`src/rtl/mem_pkg.sv`:
```
// Shared definitions for the data-memory helper blocks.
// Holds the default RAM geometry and the state encoding of the
// RAM read-out engine (ram_to_stream).
package mem_pkg;

    localparam int ADDR_W_DEF = 8;
    localparam int DATA_W_DEF = 8;

    typedef enum logic [2:0] {
        ST_IDLE,
        ST_READ,
        ST_WAIT,
        ST_SEND,
        ST_DONE
    } state_t;

endpackage

```
`src/rtl/ram_to_stream.sv`:
```
// ram_to_stream: sequential RAM read-out engine.
// On a start pulse it walks data_memory from base_addr for length words
// and presents each word on a valid/ready stream, flagging the last one.
//
// Ports:
//   clock, reset        rising-edge clock, synchronous active-high reset
//   start               dump request, sampled only while idle
//   base_addr, length   first address / word count (0..2^ADDR_W), taken with start
//   busy                high from the cycle after an accepted start through DONE
//   done                one-cycle completion pulse
//   ram_address         RAM read address (also the running address counter)
//   ram_write           RAM write enable, tied low
//   ram_data_out        RAM read data, valid RD_LAT cycles after the address
//   out_data/out_valid/out_ready/out_last   registered output stream
module ram_to_stream
    import mem_pkg::*;
#(
    parameter int ADDR_W = ADDR_W_DEF,
    parameter int DATA_W = DATA_W_DEF,
    parameter int RD_LAT = 1            // 0..3
) (
    input  logic              clock,
    input  logic              reset,
    input  logic              start,
    input  logic [ADDR_W-1:0] base_addr,
    input  logic [ADDR_W:0]   length,
    output logic              busy,
    output logic              done,
    output logic [ADDR_W-1:0] ram_address,
    output logic              ram_write,
    input  logic [DATA_W-1:0] ram_data_out,
    output logic [DATA_W-1:0] out_data,
    output logic              out_valid,
    input  logic              out_ready,
    output logic              out_last
);

    // WAIT counts down from RD_LAT-1; READ itself accounts for one cycle.
    localparam logic [1:0] WAIT_INIT = (RD_LAT > 0) ? 2'(RD_LAT - 1) : 2'd0;
    localparam logic [ADDR_W:0] REM_ONE = (ADDR_W + 1)'(1);

    state_t            state;
    logic [ADDR_W:0]   remaining;   // one bit wider so a full-RAM dump fits
    logic [1:0]        wait_cnt;

    assign ram_write = 1'b0;

    always_ff @(posedge clock) begin
        if (reset) begin
            state       <= ST_IDLE;
            busy        <= 1'b0;
            done        <= 1'b0;
            out_valid   <= 1'b0;
            out_last    <= 1'b0;
            out_data    <= '0;
            ram_address <= '0;
            remaining   <= '0;
            wait_cnt    <= '0;
        end else begin
            case (state)
                ST_IDLE: begin
                    done <= 1'b0;
                    if (start) begin
                        busy <= 1'b1;
                        if (length != '0) begin
                            ram_address <= base_addr;
                            remaining   <= length;
                            state       <= ST_READ;
                        end else begin
                            // Empty dump: straight to completion, no beat.
                            done  <= 1'b1;
                            state <= ST_DONE;
                        end
                    end
                end

                ST_READ: begin
                    if (RD_LAT == 0) begin
                        out_data  <= ram_data_out;
                        out_last  <= (remaining == REM_ONE);
                        out_valid <= 1'b1;
                        state     <= ST_SEND;
                    end else begin
                        wait_cnt <= WAIT_INIT;
                        state    <= ST_WAIT;
                    end
                end

                ST_WAIT: begin
                    if (wait_cnt == 2'd0) begin
                        out_data  <= ram_data_out;
                        out_last  <= (remaining == REM_ONE);
                        out_valid <= 1'b1;
                        state     <= ST_SEND;
                    end else begin
                        wait_cnt <= wait_cnt - 2'd1;
                    end
                end

                ST_SEND: begin
                    // Everything, including the address, holds until accepted.
                    if (out_ready) begin
                        out_valid   <= 1'b0;
                        out_last    <= 1'b0;
                        remaining   <= remaining - REM_ONE;
                        ram_address <= ram_address + ADDR_W'(1);
                        if (remaining == REM_ONE) begin
                            done  <= 1'b1;
                            state <= ST_DONE;
                        end else begin
                            state <= ST_READ;
                        end
                    end
                end

                ST_DONE: begin
                    done  <= 1'b0;
                    busy  <= 1'b0;
                    state <= ST_IDLE;
                end

                default: state <= ST_IDLE;
            endcase
        end
    end

endmodule

```
`config.mk`:
```
export PLATFORM = sky130hd
export DESIGN_NAME = ram_to_stream
export DESIGN_NICKNAME = d
export VERILOG_FILES = /design/src/rtl/mem_pkg.sv /design/src/rtl/ram_to_stream.sv
export SDC_FILE = /design/constraint.sdc
export NUM_CORES = 1
export LEC_CHECK = 0
export ABC_AREA = 0
export CAP_MARGIN = 20
export CORE_ASPECT_RATIO = 1.25
export CORE_UTILIZATION = 48
export CTS_CLUSTER_DIAMETER = 40
export DETAILED_ROUTE_END_ITERATION = 16
export PLACE_DENSITY = 0.86
export SETUP_SLACK_MARGIN = 0.3
export SLEW_MARGIN = 5
export SYNTH_ARGS = -nofsm -noshare
export SYNTH_HDL_FRONTEND = slang
export SYNTH_SLANG_ARGS = --single-unit
```
`constraint.sdc`:
```
create_clock -name clock -period 2.3 [get_ports clock]
set_input_delay 0.46 -clock clock [delete_from_list [all_inputs] [get_ports clock]]
set_output_delay 0.46 -clock clock [all_outputs]
set_load 0.005 [all_outputs]
```
* Word level (Yosys, flattened, before mapping)
Cells that the tools add are included.
Storage, ports and cells: flip-flop bits (word level) 34, bits in latches 0, memory bits (writable) 0, bits in read-only memories 0, input bits 29, logic and storage cells 66, memories kept 0
Cells by class: $add $sub $neg 3, multipliers 0, divide/modulo/power cells 0, $lt $le $gt $ge 0, equal/unequal tests 11, shift-type cells 0, mux-type cells 28, bitwise logic cells 0, reduce and logical (&&, ||, !) cells 15
Operators with widths (count):
- $mux W9 | 3
- $mux W8 | 3
- $pmux W9 S2 | 1
- $pmux W8 S2 | 1
- $mux W3 | 5
- $ne A2 B2 Y1 const B | 6
- $pmux W3 S4 | 1
- $eq A9 B1 Y1 const B | 1
- $reduce_and A3 Y1 | 3
- $reduce_bool A9 Y1 | 1
- $sub A9 B1 Y9 const B | 1
- $add A8 B1 Y8 const B | 1
- $mux W1 | 8
- $reduce_bool A2 Y1 | 4
- $eq A3 B2 Y1 const B | 2
- $pmux W1 S2 | 3
- $reduce_and A2 Y1 | 3
- $pmux W2 S2 | 1
- $reduce_and A4 Y1 | 1
- $eq A3 B1 Y1 const B | 1
- $eq A3 B3 Y1 const B | 1
- $logic_not A3 Y1 | 1
- $pmux W1 S3 | 1
- $reduce_bool A3 Y1 | 1
- 3 further kinds | 3

* Depth between registers and ports, before layout
Gate-level depths: netlist of the first run.
depth after elaboration 4, mapped depth 8

* Least setup slack after synthesis of the first run
Ideal clock, no wire load.
path kind input-to-reg, start point in length[3], end point reg ram_address[5], arrival time 1.933 ns, setup slack 0.235 ns, cell stages on the path 6, path through or4_4 > or4_1 > buf_2 > nand2_2 > buf_6 > o32ai_1
On the way: longest elaborated chain between the ends 3
RTL lines:
- start, declared | line ram_to_stream.sv:26 | input logic [ADDR_W:0] length,
- $reduce_bool A9 Y1 | line ram_to_stream.sv:65 | if (length != '0) begin
- $ne A2 B2 Y1 (no source line)
- $reduce_and A4 Y1 (no source line)
- end signal, assigned | line ram_to_stream.sv:66 | ram_address <= base_addr;
- end signal, assigned | line ram_to_stream.sv:106 | ram_address <= ram_address + ADDR_W'(1);
- end, declared | line ram_to_stream.sv:29 | output logic [ADDR_W-1:0] ram_address,
Every way passes these cells. A chain may end at the register's enable or synchronous reset.

* Final worst setup path of the first run
start point in length[8], end point reg ram_address[6]
Same word-level chain as after synthesis.

==> results of run 1 <==
state kept, by name (all words and copies together), names as in the netlist:
name         flops
ram_address      8
remaining        9
out_valid        1
out_data         8
out_last         1
busy             1
done             1
state            3
wait_cnt         2
worst paths after layout:
| path | endpoint | slack [ns] | start | depth (start not counted) |
|---|---|---|---|---|
| worst min register to register | out_data[1] | 0.45 | out_data[1] | 2 |
| worst max-delay path | ram_address[6] | 0.38 | length[8] | 5 |
| worst max register to register | remaining[2] | 0.45 | state[1] | 5 |
| worst min-delay path | out_data[1] | 0.45 | out_data[1] | 2 |
logic make-up (layout without fill, tap and decap cells):
kind of cell,after synthesis,after routing,share of synthesized area (%)
flip-flops,34,34,35.67
multiplexers,1,1,0.5246
buffers and inverters,26,86,5.836
adder cells (fa/ha/maj),4,4,2.623
AO/OA/AOI/OAI,77,77,27.35
AND/OR/NAND/NOR,101,101,27.80
other,1,1,0.1965
cell type report:
class,count,area share [%]
well taps,54,2.415
multi-input cells,184,42.98
clock buffers,5,2.460
repair buffers,71,25.27
flip-flops and latches,34,24.33
clock inverters,3,1.610
inverters,7,0.9392
tightest hold or removal path, cell delays in order, from the launching register on:
cell,delay (ns)
dfxtp_1,0.31
nand2_1,0.05
a21oi_1,0.05
where the power goes:
part / leakage, nW / total, mW / switching, mW / internal [mW]
registers: 0.278 / 0.714 / 0.0659 / 0.648
clock network: 0.0504 / 0.557 / 0.235 / 0.322
logic: 0.710 / 0.563 / 0.264 / 0.299
total: 1.04 / 1.83 / 0.565 / 1.27
per-stage QoR:
| stage | instances | util (%) | power [mW] | area (um^2) |
|---|---|---|---|---|
| floorplan | 244 | - | 0.9749 | 1923 |
| global placement | 348 | 67.37 | 1.197 | 2550 |
| detailed placement | 348 | 67.37 | 1.208 | 2550 |
| CTS | 358 | 72.83 | 1.822 | 2756 |
| global route | 358 | 73.92 | 1.909 | 2798 |
| finish | 358 | 73.92 | 1.834 | 2798 |
metal layers:
metal  track usage (%)  wire length, um  part of all wire [%]  vias up
met5                 0                0                     0        -
met4             16.93              200                   3.6        0
met3             6.417              300                   5.4       19
met2             50.45             2777                    50       82
met1             29.72             2276                    41     1003
li1                  -                -                     -     1028
cells in the mapped netlist, drive strengths merged (2+ instances only):
| cell | number |
|---|---|
| nand2 | 33 |
| dfxtp | 34 |
| o31ai | 7 |
| a21oi | 26 |
| nand2b | 4 |
| or3b | 2 |
| nor2 | 18 |
| nor3b | 4 |
| buf | 5 |
| nor4 | 7 |
| a311oi | 3 |
| ha | 4 |
| o32ai | 6 |
| and2 | 4 |
| clkbuf | 14 |
| nor3 | 9 |
| and3 | 5 |
| and3b | 2 |
| o311ai | 7 |
| a22oi | 6 |
| or4 | 2 |
| a21o | 2 |
| inv | 7 |
| nand3 | 5 |
| o21ai | 10 |
what timing repair did:
item                                    CTS  global route
endpoints found under the setup margin   18            17
setup buffers                             1             0
resized for setup                        18            12
gates cloned                              1             0
pin swaps                                 4             6
==> impl_metrics.env, run 1 <==
export IMPL_status="finished clean"
export IMPL_leakagePower_nw=1.039
export IMPL_setup_worst_path_class="primary input to flop"
export IMPL_cp_slowest_cell="or4_4"
export IMPL_cts_hold_buf=0
export IMPL_multi_input_area_um2=1202
export IMPL_die_h_um=72.49
export IMPL_die_x_um=58.39
export IMPL_root_buffer="clkbuf_8"
export IMPL_synthesis_area_um2=1908
export IMPL_fill_cells=301
export IMPL_boundaryPins=50
export IMPL_wl_per_cell_um=15.52
export IMPL_dp_hpwl_um=3660
export IMPL_max_stage_delay_ns=0.61
export IMPL_nets=336
export IMPL_grt_remaining_overflow=0
export IMPL_hold_viol=0
export IMPL_yosys_most_used_dff="dfxtp_1"
export IMPL_antenna_found_initial=0
export IMPL_cts_sinks=34
export IMPL_worst_hold_path_type="flop to flop"
export IMPL_grt_max_degree=34
export IMPL_worst_slack_ns=0.3752
export IMPL_fin_crit_ns=1.925
export IMPL_critPathBufInv=1
export IMPL_antenna_cells=0
export IMPL_grt_pass1_wl_um=9114
export IMPL_layout_common_cells="40 x clkdlybuf4s50_1, 34 x dfxtp_1, 32 x nand2_1"
export IMPL_viasPerCell=5.955
export IMPL_num_rows=25
export IMPL_fp_coreArea_um2=3785
export IMPL_grt_usage_pct=28.25
export IMPL_fin_skew_ns=0.005420
export IMPL_ys_warn_count=0
export IMPL_max_freq_mhz=519.5
export IMPL_area_delta_synth_final_pct=46.62
export IMPL_relSlewSlack_pct=62.40
export IMPL_yosysSeqAreaShare_pct=35.67
export IMPL_worst_pin_slew_ns=0.5589
export IMPL_final_common_cell="clkdlybuf4s50_1"
export IMPL_initial_core_util_pct=50.41
export IMPL_synth_edf_count=0
export IMPL_synth_nets=277
export IMPL_wl_um=5555
export IMPL_synth_area_per_cell_um2=7.820
export IMPL_synthCells=244
export IMPL_crit_fanout=7
export IMPL_hold_worst_slack_ns=0.4535
export IMPL_ctsHtreeMaxLevel=2
export IMPL_grt_setup_unrepaired="yes"
export IMPL_drive_gt1_share_pct=16.45
export IMPL_clk_insertion_delay_late_ns=0.29
export IMPL_fin_crit_sh_pct=83.69
export IMPL_dieArea_um2=4233
export IMPL_tns_ns=0
export IMPL_synth_cell_type_count=50
export IMPL_ir_drop_v=0.0003409
export IMPL_preCtsSetupSlack_ns=-0.1510
export IMPL_ant_nets=0
export IMPL_synth_top_area_cell="dfxtp_1"
export IMPL_powerDensity_nw_per_um2=655.7
export IMPL_crit_required_ns=2.50
export IMPL_synth_top_cell_area_share_pct=35.67
export IMPL_cp_end_kind="flop"
export IMPL_path_clk_slew_ns=0.07
export IMPL_setup_viol=0
export IMPL_cts_tree="yes"
export IMPL_firstDrtPassIters=4
export IMPL_cts_inserted_buffers=5
export IMPL_cp_top_family="simple AND/OR/NAND/NOR gates"
export IMPL_crit_arrival_ns=2.12
export IMPL_drc_errors=0
export IMPL_netlist_top_cells_area="dfxtp_1 36%, a21oi_1 6.6%, nand2_1 6.3%"
export IMPL_crit_chain="clkdlybuf4s50_1, or2_4, or4_4, and3_4, o32ai_1"
export IMPL_numPortBuffers=48
export IMPL_cap_violations=0
export IMPL_slew_violations=0
export IMPL_async_flop_share_pct=0
export IMPL_clockBufferDepth=2
export IMPL_startpoint_type="primary input"
export IMPL_first_global_vias=2071
export IMPL_synth_seq_cells=34
export IMPL_regArea_um2=680.7
export IMPL_gp_congestion=0.7908
export IMPL_drt_iter0_drc=101
export IMPL_vias=2132
(Power assumes the default switching activity.)
==> run 2, diff against run 1 <==
--- a/config.mk
+++ b/config.mk
@@ -8,10 +8,10 @@
 export ABC_AREA = 0
 export CAP_MARGIN = 20
 export CORE_ASPECT_RATIO = 1.25
-export CORE_UTILIZATION = 48
+export CORE_UTILIZATION = 44
 export CTS_CLUSTER_DIAMETER = 40
 export DETAILED_ROUTE_END_ITERATION = 16
-export PLACE_DENSITY = 0.86
+export PLACE_DENSITY = 0.83
 export SETUP_SLACK_MARGIN = 0.3
 export SLEW_MARGIN = 5
 export SYNTH_ARGS = -nofsm -noshare
==> constraint.sdc (replaced) <==
create_clock -name clock -period 1.7 [get_ports clock]
set_input_delay 0.34 -clock clock [delete_from_list [all_inputs] [get_ports clock]]
set_output_delay 0.34 -clock clock [all_outputs]
set_load 0.005 [all_outputs]
==> impl_metrics.env, run 2 (synthesized netlist as in run 1, its figures left out) <==
export IMPL_status="finished, violations left"
export IMPL_violations="setup timing"
export IMPL_root_buffer="clkbuf_8"
export IMPL_crit_fanout=11
export IMPL_clockBufferDepth=2
export IMPL_slew_violations=0
export IMPL_power_switching_mw=0.9267
export IMPL_powerDensity_nw_per_um2=826.5
export IMPL_startpoint_type="flop"
export IMPL_worst_slack_ns=-0.08714
export IMPL_ff2ff_setup_slack_ns=-0.09
export IMPL_fin_crit_ns=1.787
export IMPL_layout_common_cells="34 x buf_4, 24 x nand2_1, 20 x dlygate4sd2_1, 20 x clkdlybuf4s50_1"
export IMPL_vias=2457
export IMPL_clk_insertion_delay_late_ns=0.29
export IMPL_antenna_cells=0
export IMPL_final_core_util_pct=81.59
export IMPL_grt_max_degree=34
export IMPL_drt_iter0_drc=151
export IMPL_crit_required_ns=1.88
export IMPL_max_freq_mhz=559.6
export IMPL_path_clk_slew_ns=0.08
export IMPL_sw_frac_of_total_pct=33.26
export IMPL_grt_pass1_wl_um=10870
export IMPL_cts_hold_buf=0
export IMPL_crit_arrival_ns=1.97
export IMPL_ctsHtreeMaxLevel=2
export IMPL_fill_cells=265
export IMPL_setup_worst_path_class="flop to flop"
export IMPL_firstDrtPassIters=4
export IMPL_boundaryPins=50
export IMPL_wl_per_cell_um=20.67
export IMPL_preCtsSetupSlack_ns=-0.6718
export IMPL_viasPerCell=6.268
export IMPL_relSlewSlack_pct=55.36
export IMPL_p_clk_share_pct=26.1
export IMPL_hold_viol=0
export IMPL_drc_errors=0
export IMPL_gp_congestion=0.8498
export IMPL_comb_power_share_pct=38.6
export IMPL_multi_input_area_um2=1438
export IMPL_wl_um=8102
export IMPL_cts_inserted_buffers=5
export IMPL_setup_viol=15
export IMPL_power_share_sequential_pct=35.2
export IMPL_reg_largest_list="remaining x9, out_data x8, ram_address x8"
export IMPL_place_area_um2=2688
export IMPL_final_common_cell="buf_4"
export IMPL_ir_drop_v=0.0005811
export IMPL_initial_core_util_pct=46.18
export IMPL_grt_setup_unrepaired="yes"
export IMPL_dp_hpwl_um=4015
export IMPL_grt_remaining_overflow=0
export IMPL_die_x_um=60.90
export IMPL_ant_nets=0
export IMPL_hold_worst_slack_ns=0.4177
export IMPL_fin_crit_sh_pct=105.1
export IMPL_p_int_mw=1.859
export IMPL_numPortBuffers=48
export IMPL_cts_sinks=34
export IMPL_cap_violations=0
export IMPL_regArea_um2=711.9
export IMPL_stdcell_area_um2=3371
export IMPL_leakagePower_nw=1.350
export IMPL_largest_reg_flops=9
export IMPL_drive_gt1_share_pct=44.05
export IMPL_fin_skew_ns=0.005968
export IMPL_worst_pin_slew_ns=0.6689
export IMPL_cts_tree="yes"
export IMPL_total_power_mw=2.786
export IMPL_num_rows=26
export IMPL_antenna_found_initial=0
export IMPL_nets=368
export IMPL_die_h_um=75.63
export IMPL_area_delta_synth_final_pct=76.66
export IMPL_worst_hold_path_type="primary input to flop"
export IMPL_grt_usage_pct=32.05
export IMPL_cp_end_kind="flop"
export IMPL_fp_coreArea_um2=4131
export IMPL_regMostFlops="remaining"
export IMPL_dieArea_um2=4606
export IMPL_first_global_vias=2333
## run 2: final cells by class
| cell class | count | area share [%] |
|---|---|---|
| multi-input cells | 184 | 42.65 |
| repair buffers | 103 | 30.10 |
| flip-flops and latches | 34 | 21.12 |
| clock buffers | 8 | 3.267 |
| well taps | 56 | 2.079 |
| inverters | 7 | 0.7795 |
## run 2: repair_timing
action | in CTS | in global routing
cloned | 1 | 0
endpoints found under the setup margin | 51 | 35
setup buffers | 16 | 5
resized for setup | 97 | 55
pin swaps | 20 | 20
## run 2: per-stage QoR
| step | setup TNS [ns] | cells |
|---|---|---|
| floorplan | -2.930 | 244 |
| global placement | -10.96 | 362 |
| detailed placement | -11.79 | 362 |
| CTS | 0 | 387 |
| global route | -0.8757 | 392 |
| finish | -0.4945 | 392 |
## run 2: worst paths after layout
check,cells past startpoint,start,end
hold / removal,3,length[3],remaining[3]
setup reg to reg,6,state[0],ram_address[2]
hold reg to reg,2,out_data[4],out_data[4]
setup / recovery,6,state[0],ram_address[2]
## run 2: power groups by stage
stage	Combinational, mW	Clock [mW]	Sequential (mW)
after floorplan	0.384	0	0.955
after global placement	0.708	0	0.970
after detailed placement	0.725	0	0.974
after CTS	0.897	0.715	0.962
after global routing	1.12	0.760	0.989
final	1.08	0.728	0.981
## run 2: metal layers
| metal | GRT usage [%] | part of all wire, % | vias to the layer above | routed length (um) |
|---|---|---|---|---|
| met4 | 15.15 | 5.9 | 0 | 480 |
| met3 | 5.433 | 6.4 | 50 | 518 |
| met2 | 57.75 | 50 | 156 | 4061 |
| li1 | - | - | 1090 | - |
| met5 | 0 | 0 | - | 0 |
| met1 | 36.21 | 38 | 1161 | 3041 |
## run 2: critical path, stage by stage, from the launching register on
cell and delay (ns):
dfxtp_4 0.37, or3b_4 0.42, buf_6 0.14, a21oi_4 0.18, buf_12 0.17, nand2_8 0.09
o31ai_1 0.29
